File: config.mk
export PLATFORM = sky130hd
export DESIGN_NAME = prog_loader
export DESIGN_NICKNAME = d
export VERILOG_FILES = /design/src/rtl/prog_loader_pkg.sv /design/src/rtl/prog_loader_nibble_packer.sv /design/src/rtl/prog_loader.sv
export SDC_FILE = /design/constraint.sdc
export NUM_CORES = 1
export LEC_CHECK = 0
export ABC_AREA = 1
export BUFFER_PORTS_ARGS = -buffer_cell sky130_fd_sc_hd__buf_2
export CAP_MARGIN = 5
export CORE_MARGIN = 3
export CORE_UTILIZATION = 55
export CTS_CLUSTER_SIZE = 40
export DETAILED_ROUTE_END_ITERATION = 10
export GPL_ROUTABILITY_DRIVEN = 0
export PLACE_DENSITY = 0.78
export SYNTH_ARGS = -nofsm -noshare
export SYNTH_HDL_FRONTEND = slang
export SYNTH_SLANG_ARGS = --single-unit
export TNS_END_PERCENT = 30
File: constraint.sdc
create_clock -name clk -period 1.4 [get_ports clk]
set_input_delay 0.07 -clock clk [delete_from_list [all_inputs] [get_ports clk]]
set_output_delay 0.07 -clock clk [all_outputs]
set_load 0.005 [all_outputs]
File: src/rtl/prog_loader_pkg.sv
// Shared constants, state encoding and opcode helper for the program loader.
package prog_loader_pkg;

  localparam int INSTR_W     = 12;
  localparam int PROG_ADDR_W = 3;
  localparam int OPC_W       = 3;

  // Legal opcodes; anything above XOR is rejected.
  localparam logic [OPC_W-1:0] ADD = 3'd0;
  localparam logic [OPC_W-1:0] JMP = 3'd1;
  localparam logic [OPC_W-1:0] AND = 3'd2;
  localparam logic [OPC_W-1:0] XOR = 3'd3;

  typedef enum logic [2:0] {
    IDLE  = 3'd0,
    RECV  = 3'd1,
    CHECK = 3'd2,
    DONE  = 3'd3,
    ERR   = 3'd4
  } state_e;

  // True when the opcode field (top bits, word bit 0 side) is not a legal opcode.
  function automatic logic opcode_illegal(input logic [INSTR_W-1:0] word);
    logic [OPC_W-1:0] opc;
    opc = word[INSTR_W-1 -: OPC_W];
    return (opc > XOR);
  endfunction

endpackage

File: src/rtl/prog_loader_nibble_packer.sv
// Shift-assembles MSB-first beats into instruction words and keeps the
// running XOR checksum of every beat shifted in.
module nibble_packer
  import prog_loader_pkg::*;
#(
  parameter int NIB_W = 4
) (
  input  logic               clk,
  input  logic               rst_n,
  input  logic               clr_i,
  input  logic               shift_i,
  input  logic [NIB_W-1:0]   nib_i,
  output logic [INSTR_W-1:0] word_next_o,
  output logic [NIB_W-1:0]   csum_o
);

  // Only the earlier beats of a word need storing; the final beat is
  // combined on the fly so the completed word is visible on its accept edge.
  logic [INSTR_W-NIB_W-1:0] word_q;
  logic [NIB_W-1:0]         csum_q;

  assign word_next_o = {word_q, nib_i};
  assign csum_o      = csum_q;

  // Partial-word shift register and checksum; hold when no beat is shifted.
  always_ff @(posedge clk or negedge rst_n) begin
    if (!rst_n) begin
      word_q <= '0;
      csum_q <= '0;
    end else if (clr_i) begin
      word_q <= '0;
      csum_q <= '0;
    end else if (shift_i) begin
      word_q <= word_next_o[INSTR_W-NIB_W-1:0];
      csum_q <= csum_q ^ nib_i;
    end else begin
      word_q <= word_q;
      csum_q <= csum_q;
    end
  end

endmodule

File: src/rtl/prog_loader.sv
// Program loader: receives a nibble stream, writes instruction words into
// the program store and releases the CPU only after a verified load.
module prog_loader
  import prog_loader_pkg::*;
#(
  parameter int NUM_INSTR = 8,
  parameter int NIB_W     = 4
) (
  input  logic                   clk,
  input  logic                   rst_n,
  input  logic                   start,
  input  logic                   in_valid,
  input  logic [NIB_W-1:0]       in_nib,
  output logic                   in_ready,
  output logic                   wr_en,
  output logic [PROG_ADDR_W-1:0] wr_addr,
  output logic [0:INSTR_W-1]     wr_data,
  output logic                   cpu_hold,
  output logic                   load_done,
  output logic                   err_csum,
  output logic                   err_opcode
);

  localparam int BEATS = INSTR_W / NIB_W;
  localparam logic [1:0]             LAST_BEAT = 2'(BEATS - 1);
  localparam logic [PROG_ADDR_W-1:0] LAST_IDX  = PROG_ADDR_W'(NUM_INSTR - 1);

  state_e                 state_q;
  logic [1:0]             beat_cnt_q;
  logic [PROG_ADDR_W-1:0] instr_cnt_q;
  logic                   in_ready_q;
  logic                   wr_en_q;
  logic [PROG_ADDR_W-1:0] wr_addr_q;
  logic [INSTR_W-1:0]     wr_data_q;
  logic                   cpu_hold_q;
  logic                   load_done_q;
  logic                   err_csum_q;
  logic                   err_opcode_q;

  logic                   accept_s;
  logic                   shift_s;
  logic [INSTR_W-1:0]     word_next_s;
  logic [NIB_W-1:0]       csum_s;

  // A beat offered together with start is never taken.
  assign accept_s = in_valid && in_ready_q && !start;
  assign shift_s  = accept_s && (state_q == RECV);

  nibble_packer #(
    .NIB_W (NIB_W)
  ) u_packer (
    .clk         (clk),
    .rst_n       (rst_n),
    .clr_i       (start),
    .shift_i     (shift_s),
    .nib_i       (in_nib),
    .word_next_o (word_next_s),
    .csum_o      (csum_s)
  );

  assign in_ready   = in_ready_q;
  assign wr_en      = wr_en_q;
  assign wr_addr    = wr_addr_q;
  assign wr_data    = wr_data_q;
  assign cpu_hold   = cpu_hold_q;
  assign load_done  = load_done_q;
  assign err_csum   = err_csum_q;
  assign err_opcode = err_opcode_q;

  // Load session FSM with counters, write strobe and all registered outputs.
  always_ff @(posedge clk or negedge rst_n) begin
    if (!rst_n) begin
      state_q      <= IDLE;
      beat_cnt_q   <= 2'd0;
      instr_cnt_q  <= '0;
      in_ready_q   <= 1'b0;
      wr_en_q      <= 1'b0;
      wr_addr_q    <= '0;
      wr_data_q    <= '0;
      cpu_hold_q   <= 1'b1;
      load_done_q  <= 1'b0;
      err_csum_q   <= 1'b0;
      err_opcode_q <= 1'b0;
    end else if (start) begin
      state_q      <= RECV;
      beat_cnt_q   <= 2'd0;
      instr_cnt_q  <= '0;
      in_ready_q   <= 1'b1;
      wr_en_q      <= 1'b0;
      cpu_hold_q   <= 1'b1;
      load_done_q  <= 1'b0;
      err_csum_q   <= 1'b0;
      err_opcode_q <= 1'b0;
    end else begin
      wr_en_q <= 1'b0;
      case (state_q)
        IDLE: begin
          in_ready_q <= 1'b0;
        end
        RECV: begin
          if (accept_s) begin
            if (beat_cnt_q == LAST_BEAT) begin
              beat_cnt_q <= 2'd0;
              wr_en_q    <= 1'b1;
              wr_addr_q  <= instr_cnt_q;
              wr_data_q  <= word_next_s;
              if (opcode_illegal(word_next_s)) begin
                err_opcode_q <= 1'b1;
              end else begin
                err_opcode_q <= err_opcode_q;
              end
              // The index saturates at the last slot; the next beat is the checksum.
              if (instr_cnt_q == LAST_IDX) begin
                state_q <= CHECK;
              end else begin
                instr_cnt_q <= instr_cnt_q + PROG_ADDR_W'(1);
              end
            end else begin
              beat_cnt_q <= beat_cnt_q + 2'd1;
            end
          end else begin
            beat_cnt_q <= beat_cnt_q;
          end
        end
        CHECK: begin
          if (accept_s) begin
            in_ready_q <= 1'b0;
            if ((in_nib == csum_s) && !err_opcode_q) begin
              state_q     <= DONE;
              load_done_q <= 1'b1;
              cpu_hold_q  <= 1'b0;
            end else begin
              state_q    <= ERR;
              err_csum_q <= (in_nib != csum_s);
              cpu_hold_q <= 1'b1;
            end
          end else begin
            state_q <= CHECK;
          end
        end
        DONE: begin
          in_ready_q <= 1'b0;
        end
        ERR: begin
          in_ready_q <= 1'b0;
        end
        default: begin
          state_q    <= IDLE;
          in_ready_q <= 1'b0;
          cpu_hold_q <= 1'b1;
        end
      endcase
    end
  end

endmodule
==> summary.txt <==
Run status
  – Outcome: complete, no violations

Synthesis
  – #FFs+latches synth: a little over 40
  – Post-synth net total: between 200 and 250
  – Syn avg cell area: slightly above 9 um^2
  – Top post-synthesis cells by area: dfrtp_1 57%, nand2_1 11%, inv_1 5.3%
  – Top post-synthesis cells by count: 52 x nand2_1, 40 x dfrtp_1, 25 x inv_1, 18 x o21ai_0, 13 x nand3_1
  – Mapped Area: 0.00177 mm^2
  – Yosys top cell area share: 56.5%
  – Synth area leader: dfrtp_1
  – Top-count cell post-synth: nand2_1
  – Top FF cell, synth: dfrtp_1
  – Syn Inst Count: 194
  – Yosys cell types: 24
  – Synth Warn #: 0
  – Post-synth EDFFs: 0
  – Seq/Total Area, Yosys: 58.0%
  – Post-synth ARST share: 100%

Routing
  – # DRC: 0
  – Pre-antenna DRT Iters: 4
  – Post-route ant nets: 0
  – Starting DRT DRC Count: 83
  – Via density per instance: 5.25
  – Via count: approximately 1,500
  – Drt total wl: 3570 um
  – Drt wl/cell: 12.8 um

Timing
  – Hold Fails Final Rpt: 0
  – Tcrit/Tclk final: 96.5%
  – Post-route setup TNS: 0 ns
  – Fin. max-slew vios: 0
  – Slew @ Worst Pin: 0.245 ns
  – Worst slew margin: 83.6%
  – # setup viols final: 0
  – Final Skew: around 0.0072 ns
  – Worst Hold Slack: just under 0.03 ns
  – Minimum clock period: 1.35 ns
  – Fmax: 740 MHz

Finish
  – Util after Layout: around 74%
  – Diodes inserted: 0
  – # nets final: 246
  – Fin area: about 0.0022 mm^2
  – Synth-to-Final Area Change: 21.8%
  – Layout cells sized above 1: 30.4%

Setup path
  – Crit path DAT: 1.62 ns
  – Crit path required time: roughly 1.7 ns
  – Largest fanout on the critical path: 4
  – Crit end category: flop
  – WS Path Type: flop to flop
  – CP startpoint kind: flop

Place
  – Port buffer count: 28
  – Placed instance area: about 0.002 mm^2
  – Post-DP HPWL: 2520 um

Power
  – PD cells: 1240 mW/mm^2
  – Lkg Pwr: around 0.0011 uW
  – Max VDD drop: 0.817 mV

Floorplan
  – FP Rows: 19
  – Effective utilization at floorplan: 61.0%
  – Die boundary width: around 63 um
  – DIE AREA: 0.00394 mm^2
  – Ports: 29
  – CORE AREA: between 0.002 and 0.003 mm^2
  – Die height: around 63 um

Global route
  – Total gr overflow: 0
  – Met3 track demand over resource: 5.76%
  – Most Crowded Layer GR: met2
  – Largest net degree at the start of global routing: 42
  – Met2 GRT Util: about a third
  – Total Routing Usage GR: 20.0%
  – GRT met1 Usage: approximately a quarter
  – Vias in the first global route: 1,403
  – Initial antenna violation count: 0
  – First-pass GRT wire length: 6200 um

Clock tree
  – Clock tree sinks: 41
  – H-tree levels: 2
  – Worst skew pair latency: 0.34 ns
  – CTS tree: built
  – CTS clk-pin slew, worst paths: around 0.11 ns
  – Num CTS Buffers: 5
  – CTS root buffer: clkbuf_4
  – Clk buf depth: 2

Hold path
  – Worst min path class: input port to flop

Flow run
  – MaxCap Viol Count: 0
critical path, cell delays in order, from the launching register on:
cell and delay, ns:
dfrtp_1 0.40, inv_2 0.07, nor3_4 0.27, buf_4 0.16, nand3_2 0.09, nand2_2 0.11
nor2_2 0.05, a21oi_1 0.14
power by group:
group          switching [uW]  internal [uW]  leakage [uW]
Sequential               85.9           1310      0.000557
Clock                     348            201     0.0000265
Combinational             431            306      0.000502
Total                     865           1820       0.00109
sequential cells by signal, summed over array words and instances (netlist names):
signal / count
wr_data: 12
u_packer.word_q: 8
u_packer.csum_o: 4
instr_cnt_q: 3
state_q: 3
wr_addr: 3
beat_cnt_q: 2
cpu_hold: 1
err_csum: 1
err_opcode: 1
in_ready: 1
load_done: 1
wr_en: 1
metal layers:
| metal | vias up | wire length [um] |
|---|---|---|
| li1 | 709 | - |
| met1 | 705 | 1520 |
| met2 | 48 | 1800 |
| met3 | 2 | 214 |
| met4 | 0 | 25 |
| met5 | - | 0 |
final cells by class:
class,count,area [um^2]
inverters,28,105
clock buffers,8,48.8
flip-flops and latches,41,1030
well taps,42,52.6
fillers,229,743
repair buffers,40,262
multi-input cells,120,661
metrics by stage:
step                      power [uW]  std cells  setup slack (ns)
after floorplan                 1790        194             0.141
after global placement          1960        266            0.0933
after detailed placement        2000        266            0.0156
after CTS                       2540        275            0.0177
after global routing            2860        279           -0.0440
final                           2680        279            0.0493
what timing repair did:
item,CTS,global route
setup endpoints to repair,1,23
hold buffers,1,0
resized for setup,0,21
pin swaps,1,5
endpoints found under the hold margin,41,0
buffers inserted,0,4
placed cells by master, fill, tap and decap left out, drive strengths merged:
cell type    synthesis  final
inv                 27     28
nand2               52     52
dfrtp               40     40
and2                 1      1
dlygate4sd3          0      1
o21ai               30     30
ha                   2      2
o22ai                7      7
nand4                1      1
nor2                 8      8
buf                  4     39
dfstp                1      1
a21oi                3      3
nor3                 1      1
nand3               14     14
clkbuf               1      8
o21bai               1      1
final timing paths:
kind,cells past startpoint,end,slack (ns),startpoint
worst max-delay path,7,state_q[0],0.05,state_q[0]
worst min-delay path,3,wr_data[10],0.03,in_nib[1]
worst max register to register,7,state_q[0],0.05,state_q[0]
worst min register to register,2,wr_data[0],0.49,wr_data[0]
max in group asynchronous,3,cpu_hold,0.92,rst_n
min in group asynchronous,3,wr_data[5],0.23,rst_n
logic make-up (layout without fill, tap and decap cells):
logic type      count (synthesis)  in the layout  share of synthesized area [%]
simple gates                   77             77                           18.9
flops                          41             41                           58.0
buf+inv                        33             76                           8.20
fa+ha+maj                       2              2                           1.41
compound gates                 41             41                           13.5
Note: power is estimated with default switching activity, not from simulation.
